**config.mk**
```make
export PLATFORM = sky130hd
export DESIGN_NAME = chk_result_logger
export DESIGN_NICKNAME = d
export VERILOG_FILES = /design/src/rtl/chk_result_logger.sv
export SDC_FILE = /design/constraint.sdc
export NUM_CORES = 1
export LEC_CHECK = 0
export ABC_AREA = 1
export CORE_UTILIZATION = 45
export CTS_CLUSTER_DIAMETER = 150
export DETAILED_ROUTE_END_ITERATION = 12
export PLACE_DENSITY = 0.72
export RECOVER_POWER = 100
export SKIP_LAST_GASP = 1
export SYNTH_ARGS = -nofsm -noshare
export SYNTH_HDL_FRONTEND = slang
export SYNTH_SLANG_ARGS = --single-unit
```
**constraint.sdc**
```tcl
create_clock -name clk -period 6.27 [get_ports clk]
set_input_delay 1.254 -clock clk [delete_from_list [all_inputs] [get_ports clk]]
set_output_delay 1.254 -clock clk [all_outputs]
set_load 0.1 [all_outputs]
```
**src/rtl/chk_result_logger.sv**
```systemverilog
// Logs the results of an upstream equality check: pass/fail counters, and a show-ahead FIFO of
// timestamped failure records. Define CHK_LOG_PASS_EN to log passes as well (adds the rec_pass port).
module chk_result_logger #(
    parameter int W     = 32,
    parameter int DEPTH = 4,
    parameter int TSW   = 16,
    parameter int CW    = 8
) (
    input  logic           clk,
    input  logic           rst_n,
    input  logic           chk_valid,
    output logic           chk_ready,
    input  logic           chk_pass,
    input  logic [W-1:0]   chk_a,
    input  logic [W-1:0]   chk_b,
    input  logic           halt_on_fail,
    input  logic           resume,
    output logic           rec_valid,
    input  logic           rec_ready,
    output logic [TSW-1:0] rec_time,
    output logic [W-1:0]   rec_a,
    output logic [W-1:0]   rec_b,
`ifdef CHK_LOG_PASS_EN
    output logic           rec_pass,
`endif
    output logic [CW-1:0]  pass_cnt,
    output logic [CW-1:0]  fail_cnt,
    output logic           halted,
    output logic           overflow
);

    // state     | meaning
    // ST_RUN    | accepting check events
    // ST_HALTED | stopped after a failure with halt_on_fail; waits for resume
    typedef enum logic {ST_RUN, ST_HALTED} state_t;

    localparam int AW = $clog2(DEPTH);

    state_t          state_q, state_d;
    logic [TSW-1:0]  ts_q, ts_d;
    logic [CW-1:0]   pass_cnt_q, pass_cnt_d;
    logic [CW-1:0]   fail_cnt_q, fail_cnt_d;
    logic [AW:0]     wr_ptr_q, wr_ptr_d;
    logic [AW:0]     rd_ptr_q, rd_ptr_d;
    logic            overflow_q, overflow_d;

    logic [TSW-1:0]  mem_ts_q [DEPTH];
    logic [W-1:0]    mem_a_q  [DEPTH];
    logic [W-1:0]    mem_b_q  [DEPTH];
`ifdef CHK_LOG_PASS_EN
    logic            mem_p_q  [DEPTH];
`endif

    logic accept, push_req, push, pop, empty, full;

    assign chk_ready = (state_q == ST_RUN);
    assign accept    = chk_valid & chk_ready;
    assign empty     = (wr_ptr_q == rd_ptr_q);
    assign full      = (wr_ptr_q[AW] != rd_ptr_q[AW]) && (wr_ptr_q[AW-1:0] == rd_ptr_q[AW-1:0]);
    assign pop       = ~empty & rec_ready;
`ifdef CHK_LOG_PASS_EN
    assign push_req  = accept;
`else
    assign push_req  = accept & ~chk_pass;
`endif
    // A pop in the same cycle frees the slot, so a push into a full FIFO still lands.
    assign push      = push_req & (~full | pop);

    always_comb begin
        state_d    = state_q;
        ts_d       = ts_q + TSW'(1);
        pass_cnt_d = pass_cnt_q;
        fail_cnt_d = fail_cnt_q;
        wr_ptr_d   = wr_ptr_q;
        rd_ptr_d   = rd_ptr_q;
        overflow_d = overflow_q;

        case (state_q)
            ST_RUN:    if (accept && !chk_pass && halt_on_fail) state_d = ST_HALTED;
            ST_HALTED: if (resume) state_d = ST_RUN;
            default:   state_d = ST_RUN;
        endcase

        if (accept && chk_pass && pass_cnt_q != {CW{1'b1}})
            pass_cnt_d = pass_cnt_q + CW'(1);
        if (accept && !chk_pass && fail_cnt_q != {CW{1'b1}})
            fail_cnt_d = fail_cnt_q + CW'(1);

        if (push)
            wr_ptr_d = wr_ptr_q + (AW+1)'(1);
        if (pop)
            rd_ptr_d = rd_ptr_q + (AW+1)'(1);
        if (push_req && !push)
            overflow_d = 1'b1;
    end

    always_ff @(posedge clk) begin
        if (!rst_n) begin
            state_q    <= ST_RUN;
            ts_q       <= '0;
            pass_cnt_q <= '0;
            fail_cnt_q <= '0;
            wr_ptr_q   <= '0;
            rd_ptr_q   <= '0;
            overflow_q <= 1'b0;
        end else begin
            state_q    <= state_d;
            ts_q       <= ts_d;
            pass_cnt_q <= pass_cnt_d;
            fail_cnt_q <= fail_cnt_d;
            wr_ptr_q   <= wr_ptr_d;
            rd_ptr_q   <= rd_ptr_d;
            overflow_q <= overflow_d;
        end
    end

    // Record storage needs no reset; empty masking hides stale entries.
    always_ff @(posedge clk) begin
        if (push) begin
            mem_ts_q[wr_ptr_q[AW-1:0]] <= ts_q;
            mem_a_q[wr_ptr_q[AW-1:0]]  <= chk_a;
            mem_b_q[wr_ptr_q[AW-1:0]]  <= chk_b;
`ifdef CHK_LOG_PASS_EN
            mem_p_q[wr_ptr_q[AW-1:0]]  <= chk_pass;
`endif
        end
    end

    assign rec_valid = ~empty;
    assign rec_time  = empty ? '0 : mem_ts_q[rd_ptr_q[AW-1:0]];
    assign rec_a     = empty ? '0 : mem_a_q[rd_ptr_q[AW-1:0]];
    assign rec_b     = empty ? '0 : mem_b_q[rd_ptr_q[AW-1:0]];
`ifdef CHK_LOG_PASS_EN
    assign rec_pass  = empty ? 1'b0 : mem_p_q[rd_ptr_q[AW-1:0]];
`endif
    assign pass_cnt  = pass_cnt_q;
    assign fail_cnt  = fail_cnt_q;
    assign halted    = (state_q == ST_HALTED);
    assign overflow  = overflow_q;

endmodule
```
Word-level counts from Yosys, hierarchy flattened. Memories as Yosys holds them, arrays and structs flattened. A register that Yosys moved wholly into a read port is not among the register bits. Index checks and enable logic that the tools add are counted.

Register bits after elaboration: 40. Memory bits (writable): 320. Memory bits (read-only): 0. Output and inout port bits: 100. Input bits: 71. Memories: 3. Word-level logic and storage cells: 52. Latch bits: 0.

Memories: mem_a_q (depth 4, width 32, rd ports 1, clocked after memory_dff 1, write ports 1, RTL line 48) `logic [W-1:0] mem_a_q [DEPTH];`; mem_b_q (depth 4, width 32, rd ports 1, clocked after memory_dff 1, write ports 1, RTL line 49) `logic [W-1:0] mem_b_q [DEPTH];`; mem_ts_q (depth 4, width 16, rd ports 1, clocked after memory_dff 1, write ports 1, RTL line 47) `logic [TSW-1:0] mem_ts_q [DEPTH];`.

Add/sub/neg operators: 5. Equal/unequal tests: 5. Div/mod/pow operators: 0. Multipliers: 0. $lt $le $gt $ge: 0. Shifts and indexed selects: 0. Reduce and logical (&&, ||, !) cells: 9. Multiplexer cells: 14. Bitwise operators: 9.

Operators with widths (number): two-way mux 32 bit (2); adder 16 x 1 -> 16 bit, second input constant (1); adder 8 x 1 -> 8 bit, second input constant (2); two-way mux 16 bit (1); inequality test 8 bit, second input constant (2); two-way mux 2 bit (6); logical AND 1 bit (7); adder 3 x 1 -> 3 bit, second input constant (2); bitwise AND 1 bit (4); two-way mux 1 bit (4); NOT 1 bit (4); == test 3 bit (1); == test 2 bit (1); zero test 1 bit (2); one-hot mux 1 bit (2 select lines) (1); inequality test 1 bit (1); OR 1 bit (1).

Logic depth before layout (Yosys ltp). Gate-level depths: netlist of run 1.

Word-level depth: 7. Depth in mapped cells: 10. Mapped depth without buffers: 10.

Worst setup path before layout of run 1. Ideal clock, no wire load.

Kind: register -> register. Start: reg state_q, in the netlist halted. End: mem mem_a_q[0][0], enable pin. Path slack: 751 ps. Clock period less this slack: 5519 ps. Data required time: 5751 ps. Setup time: 519 ps. Buffers on the path: 0. Arrival: 5000 ps. Cell stages (with the launch flop): 6. Path through: dfxtp_1 inv_2 nand2_1 nor2_4 nand2_2 nor2_1.

Word-level cells in the longest chain between the ends: 6.

Ends and longest elaborated chain: start: declaration (RTL line 39) `state_t state_q, state_d;`; start signal: assignment (RTL line 107) `state_q <= state_d;`; NOT 1 bit; net chk_ready (RTL line 12) `output logic chk_ready,`; bitwise AND 1 bit (RTL line 57) `assign accept = chk_valid & chk_ready;`; bitwise AND 1 bit (RTL line 64) `assign push_req = accept & ~chk_pass;`; bitwise AND 1 bit (RTL line 67) `assign push = push_req & (~full | pop);`; two-way mux 1 bit (RTL line 119) `if (push) begin`; two-way mux 1 bit (implied by the code) (RTL line 121) `mem_a_q[wr_ptr_q[AW-1:0]] <= chk_a;`; end: declaration (RTL line 48).

The timed path passes the listed nets, and every way through them passes these cells.

==> flow_summary.json, run 1 <==
{
  "drive_gt1_frac": 0.0589,
  "place_ws_ns": 1.94,
  "fin_ws_ns": 0.865,
  "grt_usage": 0.176,
  "synth-async-reset-ratio": 0,
  "ir_drop_uv": 183,
  "die_x_um": 183,
  "required_ns": 5.02,
  "whs_ns": 0.455,
  "p_per_area_nw_per_um2": 371,
  "cts_resized": 0,
  "wl_met2_um": 14200,
  "syn_area_um2": 14700,
  "netlist.area_leader.share": 0.654,
  "finalHoldViolations": 0,
  "cap_violations": 5,
  "fin_setup_tns_ns": 0,
  "grt_antenna_before_repair": 3,
  "hold_buffers": 0,
  "cts_tree": "built",
  "cts_buffer_depth": 3,
  "syn-instance-count": 1167,
  "first_global_vias": 8977,
  "yosysWarnings": 0,
  "wl_per_cell_um": 16.3,
  "cts.sinks": 362,
  "grt_max_degree": 161,
  "avgSynthCellArea_um2": 12.6,
  "synth_cell_types": 30,
  "ant_nets": 0,
  "drtIter0Drc": 696,
  "fp.dieH_um": 183,
  "die-area_um2": 33400,
  "n_fill_cell": 2514,
  "hold_path_class": "flop to flop",
  "clock-root-buffer": "clkbuf_16",
  "multi_input_area_um2": 3380,
  "period_minus_slack_ns": 5.40,
  "first_pass_iters": 5,
  "drt_wl_total_um": 29300,
  "top_layer_used": "met5",
  "routabilityCongestion": 0.784,
  "period_share": 0.862,
  "path_max_fanout": 86,
  "tightest_slew_ns": 2.95,
  "crit_chain": "buf_4 -> o21ai_0 -> o22ai_1 -> nand2_1 -> inv_1 -> dlygate4sd3_1",
  "synth_edf_count": 320,
  "max_stage_delay_ns": 1.38,
  "path_class": "flop to primary output",
  "synth.net_count": 1246,
  "relSlewSlack": -0.972,
  "seqCellArea_um2": 10500,
  "yosys.area.top_type": "edfxtp_1",
  "grt_pass1_wl_um": 46400,
  "num_vias": 9204,
  "start_kind": "flop",
  "place_hpwl_um": 16300,
  "leakage_nw": 6.69,
  "clock_skew_ns": 0.0119,
  "timing.fmax_mhz": 185,
  "post_cts_buffers": 0,
  "synth-seq-cells": 362,
  "grt-ovfl-total": 0,
  "finalMaxSlewViolations": 199,
  "cts_max_level": 2,
  "cp_slowest_cell": "dfxtp_2",
  "clk-insertion-delay-late_ns": 0.51,
  "synthTopCellsByCount": "edfxtp_1, nand2_1, nor2_1, inv_1, o21ai_0",
  "cts_made_buffers": 38,
  "pin_count": 171,
  "vias_per_cell": 5.13,
  "drt-met1-wl_um": 12900,
  "fin_nets": 1408,
  "cp-end-kind": "primary output",
  "synth-main-ff-cell": "edfxtp_1",
  "rsz0062_at_grt": "no",
  "route.detailed.drc": 0,
  "io_buffer_count": 170,
  "clk_pin_slew_ns": 0.06,
  "synth-seq-area-share": 0.711,
  "start_util": 0.462,
  "setup_viol": 0,
  "wl_met3_um": 1500,
  "area_growth_syn_to_layout_pct": 22.1,
  "status": "finished with violations",
  "arrival_ns": 4.15,
  "yosys-top-cells-area": "edfxtp_1, dfxtp_1, mux2i_1",
  "core-area_um2": 31800,
  "rows": 65,
  "yosysMostFrequentCell": "edfxtp_1",
  "violations": "max-capacitance violations, max-slew violations"
}
[cells by family (layout without fill, tap and decap cells)]
logic type                 count (synthesis)  in the layout  synth area share
buffers and inverters                    181            372            0.0580
adders and majority gates                  8              8           0.00681
DFF                                      362            362             0.711
xor gates and xnor gates                   8              8           0.00477
AOI/OAI and AO/OA                        200            200            0.0751
other                                      0              2                 0
and+or+nand+nor                          328            328            0.0895
muxes                                     80             80            0.0545
[layout make-up]
cell class,count,area share
Sequential cell,362,0.583
Multi-Input combinational cell,624,0.188
Timing Repair Buffer,178,0.102
Clock buffer,41,0.0554
Tap cell,435,0.0303
Inverter,125,0.0263
Clock inverter,28,0.0151
Antenna cell,2,0.000279
[worst max-delay path, delay by kind of cell (launching register included)]
kind | cells | cell delay (ns)
AO/OA/AOI/OAI | 2 | 0.33
buffers and inverters | 3 | 1.81
AND/OR/NAND/NOR | 1 | 0.07
flip-flops | 1 | 1.38
[registers in the layout (all words and copies together), names as in the netlist, named ones only]
signal / flops
mem_a_q: 128
mem_b_q: 128
mem_ts_q: 64
ts_q: 16
fail_cnt: 8
pass_cnt: 8
rd_ptr_q: 3
wr_ptr_q: 3
halted: 1
overflow: 1
[worst paths after layout]
check / endpoint / from / slack (ns) / cells past startpoint
setup / recovery: rec_a[24] / flop / 0.87 / 6
hold / removal: overflow$_SDFFE_PN0P_ / overflow$_SDFFE_PN0P_ / 0.45 / 2
setup reg to reg: mem_ts_q[2][3]$_DFFE_PP_ / halted$_SDFF_PN0_ / 2.15 / 6
hold reg to reg: overflow$_SDFFE_PN0P_ / overflow$_SDFFE_PN0P_ / 0.45 / 2
[per-layer routing]
layer	vias up	global-route usage
met3	51	0.0361
met5	-	0
met2	239	0.297
li1	4453	-
met4	2	0.0528
met1	4459	0.231
[cell usage in the layout, fill, tap and decap left out, drive strengths merged]
master,instances
diode,2
nand2,171
inv,127
xor2,6
or2,2
clkinvlp,3
nand4,4
nor3,3
nor2,126
o22ai,80
bufinv,5
clkbuf,41
mux2i,80
nand3b,3
dfxtp,42
dlygate4sd3,155
buf,8
o21a,1
clkdlybuf4s50,15
a21oi,28
o21ai,91
ha,8
clkinv,18
nand3,19
edfxtp,320
xnor2,2
[stage by stage]
step                      power (W)  cells  instance area, um^2  utilization
after floorplan             0.00415   1167                14700            -
after global placement      0.00452   1724                16700        0.526
after detailed placement    0.00454   1724                16700        0.526
after CTS                   0.00677   1793                18000        0.566
after global routing        0.00690   1795                17900        0.564
final                       0.00666   1795                17900        0.564
[power by group]
part           switching (W)  internal, W
registers          0.0000446      0.00267
logic                0.00134     0.000368
clock network       0.000883      0.00135
(Power assumes the default switching activity.)
==> run 2, diff against run 1 <==
--- a/config.mk
+++ b/config.mk
@@ -5,11 +5,11 @@
 export SDC_FILE = /design/constraint.sdc
 export NUM_CORES = 1
 export LEC_CHECK = 0
-export ABC_AREA = 1
-export CORE_UTILIZATION = 45
+export CAP_MARGIN = 20
+export CORE_UTILIZATION = 35
 export CTS_CLUSTER_DIAMETER = 150
 export DETAILED_ROUTE_END_ITERATION = 12
-export PLACE_DENSITY = 0.72
+export PLACE_DENSITY = 0.6
 export RECOVER_POWER = 100
 export SKIP_LAST_GASP = 1
 export SYNTH_ARGS = -nofsm -noshare
==> run 2 against run 1 <==
  * The run still ends with max-capacitance violations, max-slew violations left
  * Final cell count shrank 19%
  * Utilization shrank 12 points
  * First-iteration DRC count shrank 40%
  * Combinational power shrank 6%
  * Total power shrank 4.2%
  * Flip-flop and latch count is the same
  * Count of clock-buffer cells in the layout grew 7
  * Die area grew 22%
  * Critical endpoint is now mem_a_q[3][24]$_DFFE_PP_
  * Highest routed layer is now met4
==> flow_summary.json, run 2 <==
{
  "clock-root-buffer": "clkbuf_16",
  "yosysWarnings": 0,
  "dp_cells": 1389,
  "syn_area_um2": 14000,
  "area_growth_syn_to_layout_pct": 24.9,
  "synthTopCellsByCount": "edfxtp_1, and2_1, mux4_2, dfxtp_1, nor2_1",
  "die-area_um2": 40700,
  "reg2reg_depth": 4,
  "required_ns": 6.42,
  "rows": 72,
  "core-area_um2": 39000,
  "finalHoldViolations": 0,
  "synth_cell_types": 45,
  "yosys.area.top_type": "edfxtp_1",
  "routabilityCongestion": 0.714,
  "leakage_nw": 5.81,
  "reg2reg_slack_ns": 2.01,
  "power_w": 0.00638,
  "synth-async-reset-ratio": 0,
  "rsz0062_at_grt": "no",
  "violations": "max-capacitance violations, max-slew violations",
  "avgSynthCellArea_um2": 19.5,
  "grt_usage": 0.136,
  "grt_max_degree": 64,
  "status": "finished with violations",
  "n_fill_cell": 3401,
  "drt_wl_total_um": 27400,
  "yosys-top-cells-area": "edfxtp_1, mux4_2, dfxtp_1",
  "mostFrequentLayoutCell": "edfxtp_1",
  "timing.fmax_mhz": 191,
  "cts.sinks": 362,
  "cp_slowest_cell": "and2_1",
  "grt_pass1_wl_um": 42400,
  "final_cell_mix": "edfxtp_1, dlygate4sd3_1, and2_1",
  "clk_pin_slew_ns": 0.06,
  "num_antenna_cells": 0,
  "cts_buffer_depth": 3,
  "start_kind": "primary input",
  "cp-end-kind": "flop",
  "fp.dieH_um": 202,
  "synth.net_count": 797,
  "tightest_slew_ns": 2.78,
  "synth-seq-cells": 362,
  "start_util": 0.358,
  "place_hpwl_um": 16300,
  "first_pass_iters": 6,
  "path_max_fanout": 47,
  "arrival_ns": 5.37,
  "ant_nets": 0,
  "hold_buffers": 0,
  "cap_violations": 2,
  "ir_drop_uv": 153,
  "fin_nets": 992,
  "drtIter0Drc": 415,
  "cts_tree": "built",
  "synth_edf_count": 320,
  "cts_max_level": 2,
  "crit_chain": "dlygate4sd3_1 -> nor3b_2 -> o41a_2 -> and2_1 -> clkbuf_2",
  "num_vias": 7031,
  "yosysMostFrequentCell": "edfxtp_1",
  "clock_skew_ns": 0.00910,
  "synth-main-ff-cell": "edfxtp_1",
  "drive_gt1_frac": 0.159,
  "cts_made_buffers": 39,
  "hp-start": "overflow$_SDFFE_PN0P_",
  "first_global_vias": 7409,
  "p_per_area_nw_per_um2": 366,
  "post_cts_buffers": 0,
  "hold_path_class": "flop to flop",
  "relSlewSlack": -0.853,
  "vias_per_cell": 4.82,
  "fin_cells": 1460,
  "timing.rr.start": "halted$_SDFF_PN0_",
  "pin_count": 171,
  "hold_end": "overflow$_SDFFE_PN0P_",
  "io_buffer_count": 170,
  "syn-instance-count": 718,
  "netlist.area_leader.share": 0.688,
  "clk-insertion-delay-late_ns": 0.52,
  "period_share": 0.833,
  "route.detailed.drc": 0,
  "period_minus_slack_ns": 5.22,
  "setup_viol": 0,
  "finalMaxSlewViolations": 97,
  "holdPathStages": 2,
  "wl_per_cell_um": 18.8,
  "fin_setup_tns_ns": 0,
  "die_x_um": 202,
  "path_class": "primary input to flop",
  "grt_antenna_before_repair": 1,
  "grt-ovfl-total": 0,
  "max_stage_delay_ns": 2.00,
  "synth-seq-area-share": 0.748,
  "cts_resized": 0,
  "r2r-end": "mem_a_q[3][24]$_DFFE_PP_"
}
run 2: changes by cell type in the layout (fill, tap and decap cells not counted), moves of 12 or more:
| cell | delta |
|---|---|
| nand2_1 | -162 |
| inv_1 | -115 |
| nor2_1 | -91 |
| and2_1 | +83 |
| o21ai_0 | -83 |
| mux4_2 | +80 |
| o22ai_1 | -80 |
| mux2i_1 | -76 |
| a21oi_1 | -24 |
| xnor2_1 | +12 |
run 2: final cells by class:
class,count,area (um^2),area share
Sequential cell,362,10500,0.599
Multi-Input combinational cell,317,3340,0.191
Clock buffer,48,1040,0.0597
Timing Repair Buffer,185,1820,0.104
Tap cell,518,648,0.0371
Inverter,8,30.0,0.00172
Clock inverter,22,115,0.00660
run 2: worst max-delay path by stage:
stage / start / to / slack [ns] / cells after the start
after floorplan: chk_pass / mem_a_q[1][0]$_DFFE_PP_ / 2.14 / 3
after CTS: wr_ptr_q[0]$_SDFFE_PN0P_ / rec_b[4] / 1.01 / 5
after detailed placement: wr_ptr_q[0]$_SDFFE_PN0P_ / rec_b[4] / 1.61 / 5
final: chk_pass / mem_a_q[3][24]$_DFFE_PP_ / 1.05 / 5
after global routing: chk_pass / mem_a_q[3][27]$_DFFE_PP_ / 0.69 / 5
after global placement: wr_ptr_q[0]$_SDFFE_PN0P_ / rec_a[23] / 1.66 / 5
run 2: per-stage QoR:
stage	hold slack (ns)	util	cell area, um^2	worst slack (ns)
2_1_floorplan	0.476	-	14000	2.14
3_3_place_gp	0.452	0.418	16300	1.66
3_5_place_dp	0.471	0.418	16300	1.61
4_1_cts	0.490	0.448	17500	1.01
5_1_grt	0.513	0.447	17400	0.685
6_report	0.468	0.447	17400	1.05
run 2: critical path: cells and delay by family:
kind | cells | cell delay (ns)
AO/OA/AOI/OAI | 1 | 0.33
buffers and inverters | 2 | 1.32
AND/OR/NAND/NOR | 2 | 2.42
run 2: layer usage:
layer,GRT usage,vias up,wire [um]
li1,-,3237,-
met1,0.182,3594,12300
met2,0.227,157,13400
met3,0.0269,43,1200
met4,0.0371,0,495
met5,0,-,0
run 2: cell families (layout without fill, tap and decap cells):
kind of cell | Yosys count | after routing | share of synthesized area
compound gates | 27 | 27 | 0.0142
buf+inv | 39 | 263 | 0.0120
xor+xnor | 26 | 26 | 0.0163
mux | 84 | 84 | 0.132
flops | 362 | 362 | 0.748
fa+ha+maj | 8 | 8 | 0.00717
simple gates | 172 | 172 | 0.0703
run 2: report_power, final:
part | total, W | switching, W | internal [W]
sequential | 0.00272 | 0.0000386 | 0.00268
clock | 0.00206 | 0.000886 | 0.00118
combinational | 0.00160 | 0.00119 | 0.000418
